<file path="config.mk">
export PLATFORM = sky130hd
export DESIGN_NAME = merge2_arbiter
export DESIGN_NICKNAME = d
export VERILOG_FILES = /design/src/rtl/noc_pkg.sv /design/src/rtl/rr_arb2.sv /design/src/rtl/merge2_arbiter.sv
export SDC_FILE = /design/constraint.sdc
export NUM_CORES = 1
export LEC_CHECK = 0
export ABC_AREA = 1
export CAP_MARGIN = 10
export CORE_MARGIN = 5
export CORE_UTILIZATION = 38
export CTS_CLUSTER_SIZE = 30
export DETAILED_ROUTE_END_ITERATION = 10
export PLACE_DENSITY_LB_ADDON = 0.05
export RECOVER_POWER = 50
export SYNTH_ARGS = -nofsm -noshare
export SYNTH_HDL_FRONTEND = slang
export SYNTH_SLANG_ARGS = --single-unit
</file>
<file path="constraint.sdc">
create_clock -name CLK -period 1.3 [get_ports CLK]
set_input_delay 0.325 -clock CLK [delete_from_list [all_inputs] [get_ports CLK]]
set_output_delay 0.325 -clock CLK [all_outputs]
set_load 0.01 [all_outputs]
</file>
<file path="src/rtl/noc_pkg.sv">
// Shared NoC definitions: packet layout and merge-node state encoding.
package noc_pkg;

   localparam int PKT_W   = 9;
   localparam int ADDR_HI = 8;
   localparam int ADDR_LO = 5;

   typedef logic [PKT_W-1:0] pkt_t;

   typedef enum logic {
      IDLE = 1'b0,
      BUSY = 1'b1
   } merge_state_t;

   // Destination address field of a packet; the merge node never alters it.
   function automatic logic [ADDR_HI-ADDR_LO:0] pkt_addr(input pkt_t p);
      return p[ADDR_HI:ADDR_LO];
   endfunction

endpackage

</file>
<file path="src/rtl/rr_arb2.sv">
// Combinational two-way round-robin grant. A lone requester always wins;
// on contention the requester named by i_prio wins.
module rr_arb2
   import noc_pkg::*;
(
   input  logic [1:0] i_req,
   input  logic       i_prio,
   output logic [1:0] o_gnt,
   output logic       o_gnt_idx
);

   // Pick the winner from the request pair and the current priority.
   always_comb begin
      // NOTE: every output gets a default first so no path leaves it unassigned,
      // which would otherwise infer a latch.
      o_gnt     = 2'b00;
      o_gnt_idx = 1'b0;
      case (i_req)
         2'b01: begin
            o_gnt     = 2'b01;
            o_gnt_idx = 1'b0;
         end
         2'b10: begin
            o_gnt     = 2'b10;
            o_gnt_idx = 1'b1;
         end
         2'b11: begin
            o_gnt     = i_prio ? 2'b10 : 2'b01;
            o_gnt_idx = i_prio;
         end
         default: begin
            o_gnt     = 2'b00;
            o_gnt_idx = 1'b0;
         end
      endcase
   end

endmodule

</file>
<file path="src/rtl/merge2_arbiter.sv">
// Two-input up-tree merge node. Accepts one packet at a time from In0/In1
// (round-robin on contention), then holds it on Out together with the
// winning port index on S until both have been handshaken.
module merge2_arbiter
   import noc_pkg::*;
#(
   parameter int W = PKT_W
) (
   input  logic         CLK,
   input  logic         _RESET,
   input  logic [W-1:0] In0_data,
   input  logic         In0_valid,
   output logic         In0_ready,
   input  logic [W-1:0] In1_data,
   input  logic         In1_valid,
   output logic         In1_ready,
   output logic [W-1:0] Out_data,
   output logic         Out_valid,
   input  logic         Out_ready,
   output logic         S_data,
   output logic         S_valid,
   input  logic         S_ready
);

   merge_state_t r_state;
   merge_state_t w_state_nxt;
   logic         r_prio;
   logic [W-1:0] r_out_data;
   logic         r_out_valid;
   logic         r_s_data;
   logic         r_s_valid;

   logic [1:0]   w_req;
   logic [1:0]   w_gnt;
   logic         w_gnt_idx;
   logic [1:0]   w_in_ready;
   logic         w_accept;
   logic         w_out_valid_nxt;
   logic         w_s_valid_nxt;
   logic [W-1:0] w_sel_data;

   assign w_req      = {In1_valid, In0_valid};
   assign w_sel_data = w_gnt_idx ? In1_data : In0_data;

   rr_arb2 u_arb (
      .i_req     (w_req),
      .i_prio    (r_prio),
      .o_gnt     (w_gnt),
      .o_gnt_idx (w_gnt_idx)
   );

   // Next state, input readies and next output-valid values. Readies look
   // only at state, prio and the input valids, never at Out_ready/S_ready.
   always_comb begin
      w_state_nxt     = r_state;
      w_in_ready      = 2'b00;
      w_accept        = 1'b0;
      w_out_valid_nxt = r_out_valid;
      w_s_valid_nxt   = r_s_valid;
      case (r_state)
         IDLE: begin
            // Readies are held low while reset is asserted.
            if (_RESET) begin
               w_in_ready = w_gnt;
            end
            w_accept = |w_in_ready;
            if (w_accept) begin
               w_state_nxt     = BUSY;
               w_out_valid_nxt = 1'b1;
               w_s_valid_nxt   = 1'b1;
            end
         end
         BUSY: begin
            // Out and S retire independently; leave BUSY once both are gone.
            w_out_valid_nxt = r_out_valid & ~Out_ready;
            w_s_valid_nxt   = r_s_valid & ~S_ready;
            if (!w_out_valid_nxt && !w_s_valid_nxt) begin
               w_state_nxt = IDLE;
            end
         end
         default: begin
            w_state_nxt = IDLE;
         end
      endcase
   end

   // State register.
   always_ff @(posedge CLK or negedge _RESET) begin
      // NOTE: sequential state uses non-blocking assignments so every flop
      // samples pre-edge values regardless of block ordering.
      if (!_RESET) begin
         r_state <= IDLE;
      end else begin
         r_state <= w_state_nxt;
      end
   end

   // Output registers and priority: capture winner on accept, retire valids
   // on handshakes. Reset drops any held packet.
   always_ff @(posedge CLK or negedge _RESET) begin
      if (!_RESET) begin
         r_prio      <= 1'b0;
         r_out_data  <= '0;
         r_out_valid <= 1'b0;
         r_s_data    <= 1'b0;
         r_s_valid   <= 1'b0;
      end else begin
         r_out_valid <= w_out_valid_nxt;
         r_s_valid   <= w_s_valid_nxt;
         if (w_accept) begin
            r_out_data <= w_sel_data;
            r_s_data   <= w_gnt_idx;
            r_prio     <= ~w_gnt_idx;
         end
      end
   end

   assign In0_ready = w_in_ready[0];
   assign In1_ready = w_in_ready[1];
   assign Out_data  = r_out_data;
   assign Out_valid = r_out_valid;
   assign S_data    = r_s_data;
   assign S_valid   = r_s_valid;

endmodule

</file>
==> results of run 1 <==
==> synth_stat cells <==
master | number | area, um^2
a21oi_1 | 1 | 5.00
nand2_1 | 49 | 184
nand4_1 | 1 | 6.26
o211ai_2 | 1 | 12.5
o21ai_0 | 1 | 5.00
nand3_1 | 10 | 50.1
dfrtp_1 | 14 | 350
nand2_2 | 2 | 12.5
a21boi_0 | 1 | 7.51
inv_1 | 5 | 18.8
a22oi_1 | 1 | 7.51
o21ai_1 | 1 | 5.00
nor2_8 | 1 | 20.0
buf_2 | 1 | 5.00
inv_2 | 1 | 3.75
nor2_1 | 2 | 7.51
buf_6 | 1 | 11.3
buf_4 | 1 | 7.51
o21ai_2 | 1 | 8.76
==> area by class of cell <==
| type | count | area [um^2] |
|---|---|---|
| tap | 25 | 31.3 |
| fill | 162 | 546 |
| inverter | 6 | 22.5 |
| clock buffer | 4 | 36.3 |
| multi-input combinational | 72 | 330 |
| sequential | 14 | 350 |
| timing repair buffer | 52 | 467 |
==> final timing paths <==
check	start	endpoint	slack (ns)	cells past startpoint
worst max-delay path	r_prio	In1_ready	-0.15	5
worst min-delay path	_RESET	r_prio	0.17	2
worst max register to register	r_prio	Out_data[6]	0.16	8
worst min register to register	Out_data[3]	Out_data[3]	0.48	2
max in group asynchronous	_RESET	Out_data[4]	0.95	2
min in group CLK	Out_data[3]	Out_data[3]	0.48	2
==> per-stage QoR <==
stage	setup WS [ns]	TNS [ns]	power, mW
5_1_grt	-0.227	-0.652	2.41
6_report	-0.153	-0.277	2.23
2_1_floorplan	0.163	0	1.28
3_5_place_dp	-0.726	-6.00	1.95
4_1_cts	-0.192	-0.337	2.16
3_3_place_gp	-0.691	-5.79	1.93
==> power groups by stage <==
stage	clock network (mW)	registers (mW)	logic, mW
6_report	0.315	0.769	1.15
5_1_grt	0.346	0.796	1.27
4_1_cts	0.324	0.761	1.08
3_5_place_dp	0	0.769	1.18
3_3_place_gp	0	0.770	1.16
2_1_floorplan	0	0.880	0.403
==> what timing repair did <==
item | in CTS | in global routing
setup buffers | 2 | 3
pin swaps | 1 | 2
resized for setup | 25 | 11
setup endpoints to repair | 25 | 14
hold buffers | 0 | 0
==> layer usage <==
layer,track usage,up-vias,wire [um]
met5,0,-,0
li1,-,406,-
met3,0.0388,2,127
met4,0.0638,0,17
met2,0.268,23,1030
met1,0.211,370,977
==> cells by family (layout without fill, tap and decap cells) <==
logic type | count (synthesis) | count (layout) | synth area share
compound gates | 7 | 7 | 0.0704
buf+inv | 9 | 62 | 0.0636
flops | 14 | 14 | 0.481
simple gates | 65 | 65 | 0.385
==> worst max-delay path, stage by stage, from the launching register on <==
cell and delay, ns:
dfrtp_1 0.40, inv_2 0.08, nand2_2 0.06, nand4_1 0.13
inv_1 0.05, buf_2 0.13
==> sequential cells by signal, indices dropped and copies added, names as in the netlist <==
| register | cells |
|---|---|
| S_data | 1 |
| S_valid | 1 |
| Out_valid | 1 |
| r_prio | 1 |
| Out_data | 9 |
| r_state | 1 |
==> metrics.csv, run 1 <==
metric,value,unit
overflow,0,
cts_buffers,3,
synth_fp_nets,119,
finalSetupViolations,2,
clk_pin_slew,0.09,ns
wire_per_inst,12.4,um
rsz0062_at_grt,true,
drive_gt1_frac,0.176,
finalCriticalPeriod,1.45,ns
die_h,53.8,um
grt_pass1_vias,770,
drt_first_pass_iters,4,
endpoint_kind,output port,
grt_pass1_wl,3410,um
crit_path_start_kind,register,
cts-root-buf,clkbuf_4,
drc,0,
initial_core_util,0.408,
intPower,1.42,mW
cts-htree-levels,1,
skew,0.00307,ns
fp.dieArea,2890,um^2
fin_crit_sh,1.12,
p_comb_frac,0.515,
gr-usage-all-layers,0.165,
die_w,53.8,um
dp_cells,164,
critPathArrivalTime,1.13,ns
clkLatencyLatePin,0.27,ns
via_per_inst,4.63,
grt_max_degree,17,
diodes,0,
antenna_found_initial,0,
final_common_cell,nand2_1,
max_freq,688,MHz
pin_count,38,
hold_slack,0.167,ns
tritoncts,yes,
switching_share,0.365,
syn_area,728,um^2
cp.required,0.98,ns
gp_congestion,0.733,
fin_area,1240,um^2
max_slew.worst_pin.slew,0.508,ns
cts_buffer_depth,2,
violations,negative setup slack,
final_cell_mix,"nand2_1 (48), clkdlybuf4s50_1 (20), dfrtp_1 (14), buf_4 (14), nand3_1 (10)",
drt-initial-drc-count,6,
max-cap-violations,0,
coreArea,1780,um^2
hold_viol,0,
pwr-share-clk,0.141,
place_area,1180,um^2
p_per_area,1800,nW/um^2
io_buffer_count,37,
avgSynthCellArea,7.67,um^2
final_cells,173,
crit_type,register to output port,
ys_types,19,
synth-seq-cells,14,
crit_fanout,2,
drt.antenna.violating_nets,0,
hp-class,input pin to async pin,
fin_nets,173,
yosysSeqAreaShare,0.481,
wl,2150,um
seq_power_share,0.344,
dp_hpwl,1560,um
syn2layout_area_growth,69.9,%
synth_warnings,0,
final_util,0.694,
drv_slew,0,
fp-row-count,15,
via_count,801,
status,"finished, violations left",
max_slew_margin,0.659,
layout_setup_ws,-0.153,ns
net-switching-power,0.815,mW
synthCells,95,
cts_sinks,14,
peakVddDrop,1.19,mV
power.leakage,0.672,nW
Power figures use the tool's default switching activity.
==> run 2, diff against run 1 <==
CORE_UTILIZATION = 40   (was 38)
CTS_BUF_LIST = sky130_fd_sc_hd__clkbuf_4   (was default)
REMOVE_ABC_BUFFERS = 1   (was default)
SKIP_LAST_GASP = 1   (was default)
==> metrics.csv, run 2 (same netlist as run 1, synthesis figures left out) <==
metric,value,unit
drt-initial-drc-count,12,
largest_reg_flops,9,
crit_path_start_kind,register,
fp.dieArea,2770,um^2
fp-row-count,15,
crit_fanout,2,
cts_sinks,14,
io_buffer_count,37,
drc,0,
finalSetupViolations,2,
cts_buffer_depth,2,
fin_area,1260,um^2
diodes,0,
max-cap-violations,0,
cts-root-buf,clkbuf_4,
drt.antenna.violating_nets,0,
antenna_found_initial,0,
num-fill-cells,151,
drt_first_pass_iters,5,
dp_hpwl,1590,um
max_slew_margin,0.646,
crit_type,register to output port,
layout_setup_ws,-0.132,ns
hold_slack,0.144,ns
peakVddDrop,1.29,mV
gr-usage-all-layers,0.173,
cp.required,0.98,ns
initial_core_util,0.422,
die_h,52.7,um
grt_pass1_wl,3550,um
hp-class,input pin to async pin,
cts_buffers,3,
hold_viol,0,
hold_buffers,0,
violations,negative setup slack,
fin_crit_sh,1.10,
pin_count,38,
drv_slew,0,
final_common_cell,nand2_1,
status,"finished, violations left",
final_cell_mix,"nand2_1 (48), clkdlybuf4s50_1 (20), buf_4 (18), dfrtp_1 (14), clkdlybuf4s15_1 (10)",
coreArea,1730,um^2
syn2layout_area_growth,73.4,%
max_slew.worst_pin.slew,0.527,ns
wl,2220,um
power.leakage,0.684,nW
drive_gt1_frac,0.209,
r2r_slack,0.10,ns
grt_max_degree,15,
fin_nets,178,
overflow,0,
tritoncts,yes,
max_freq,698,MHz
via_per_inst,4.60,
place_area,1190,um^2
skew,0.00548,ns
grt_pass1_vias,847,
gp_congestion,0.747,
wire_per_inst,12.5,um
rsz0062_at_grt,true,
via_count,818,
finalCriticalPeriod,1.43,ns
die_w,52.7,um
critPathArrivalTime,1.11,ns
cts-htree-levels,1,
p_per_area,1830,nW/um^2
endpoint_kind,output port,
clk_pin_slew,0.09,ns
clkLatencyLatePin,0.28,ns
[run 2: report_power, final]
part | switching, mW | leakage, nW | internal [mW]
registers | 0.128 | 0.173 | 0.652
clock network | 0.152 | 0.0154 | 0.111
logic | 0.587 | 0.496 | 0.686
[run 2: worst max-delay path: stages, from the launching register on]
cell	delay, ns
dfrtp_1	0.41
inv_2	0.07
nand2_2	0.05
nand4_1	0.12
inv_1	0.05
buf_2	0.13
[run 2: stage by stage]
step,TNS [ns],util,setup WS [ns],total power [mW],cells
4_1_cts,-0.333,0.709,-0.199,2.17,172
6_report,-0.253,0.731,-0.132,2.32,178
2_1_floorplan,0,-,0.157,1.25,92
3_3_place_gp,-5.90,0.688,-0.691,1.92,165
5_1_grt,-0.853,0.731,-0.226,2.50,178
3_5_place_dp,-6.37,0.688,-0.719,1.96,165
[run 2: repair_timing]
item	4_1_cts	5_1_grt
setup endpoints to repair	25	12
buffers inserted	3	6
resized for setup	28	10
pin swaps	1	2
[run 2: final timing paths]
path / startpoint / endpoint / depth (start not counted)
setup / recovery: r_prio / In1_ready / 5
hold / removal: _RESET / Out_valid / 2
setup reg to reg: r_prio / Out_data[1] / 8
hold reg to reg: Out_data[3] / Out_data[3] / 2
max in group asynchronous: _RESET / r_state / 2
min in group CLK: Out_data[3] / Out_data[3] / 2
[run 2: layout make-up]
type | count | area (um^2) | area share
Sequential cell | 14 | 350 | 0.278
Timing Repair Buffer | 57 | 498 | 0.394
Clock buffer | 3 | 22.5 | 0.0178
Multi-Input combinational cell | 72 | 334 | 0.265
Clock inverter | 1 | 3.75 | 0.00297
Tap cell | 25 | 31.3 | 0.0248
Inverter | 6 | 22.5 | 0.0178
[run 2: routing by layer]
metal	share of wire	vias to the layer above	wire length (um)	global-route usage
met2	0.52	22	1150	0.308
met1	0.41	382	907	0.195
met3	0.066	2	147	0.0370
met4	0.0086	0	19	0.0766
li1	-	412	-	-
met5	0	-	0	0
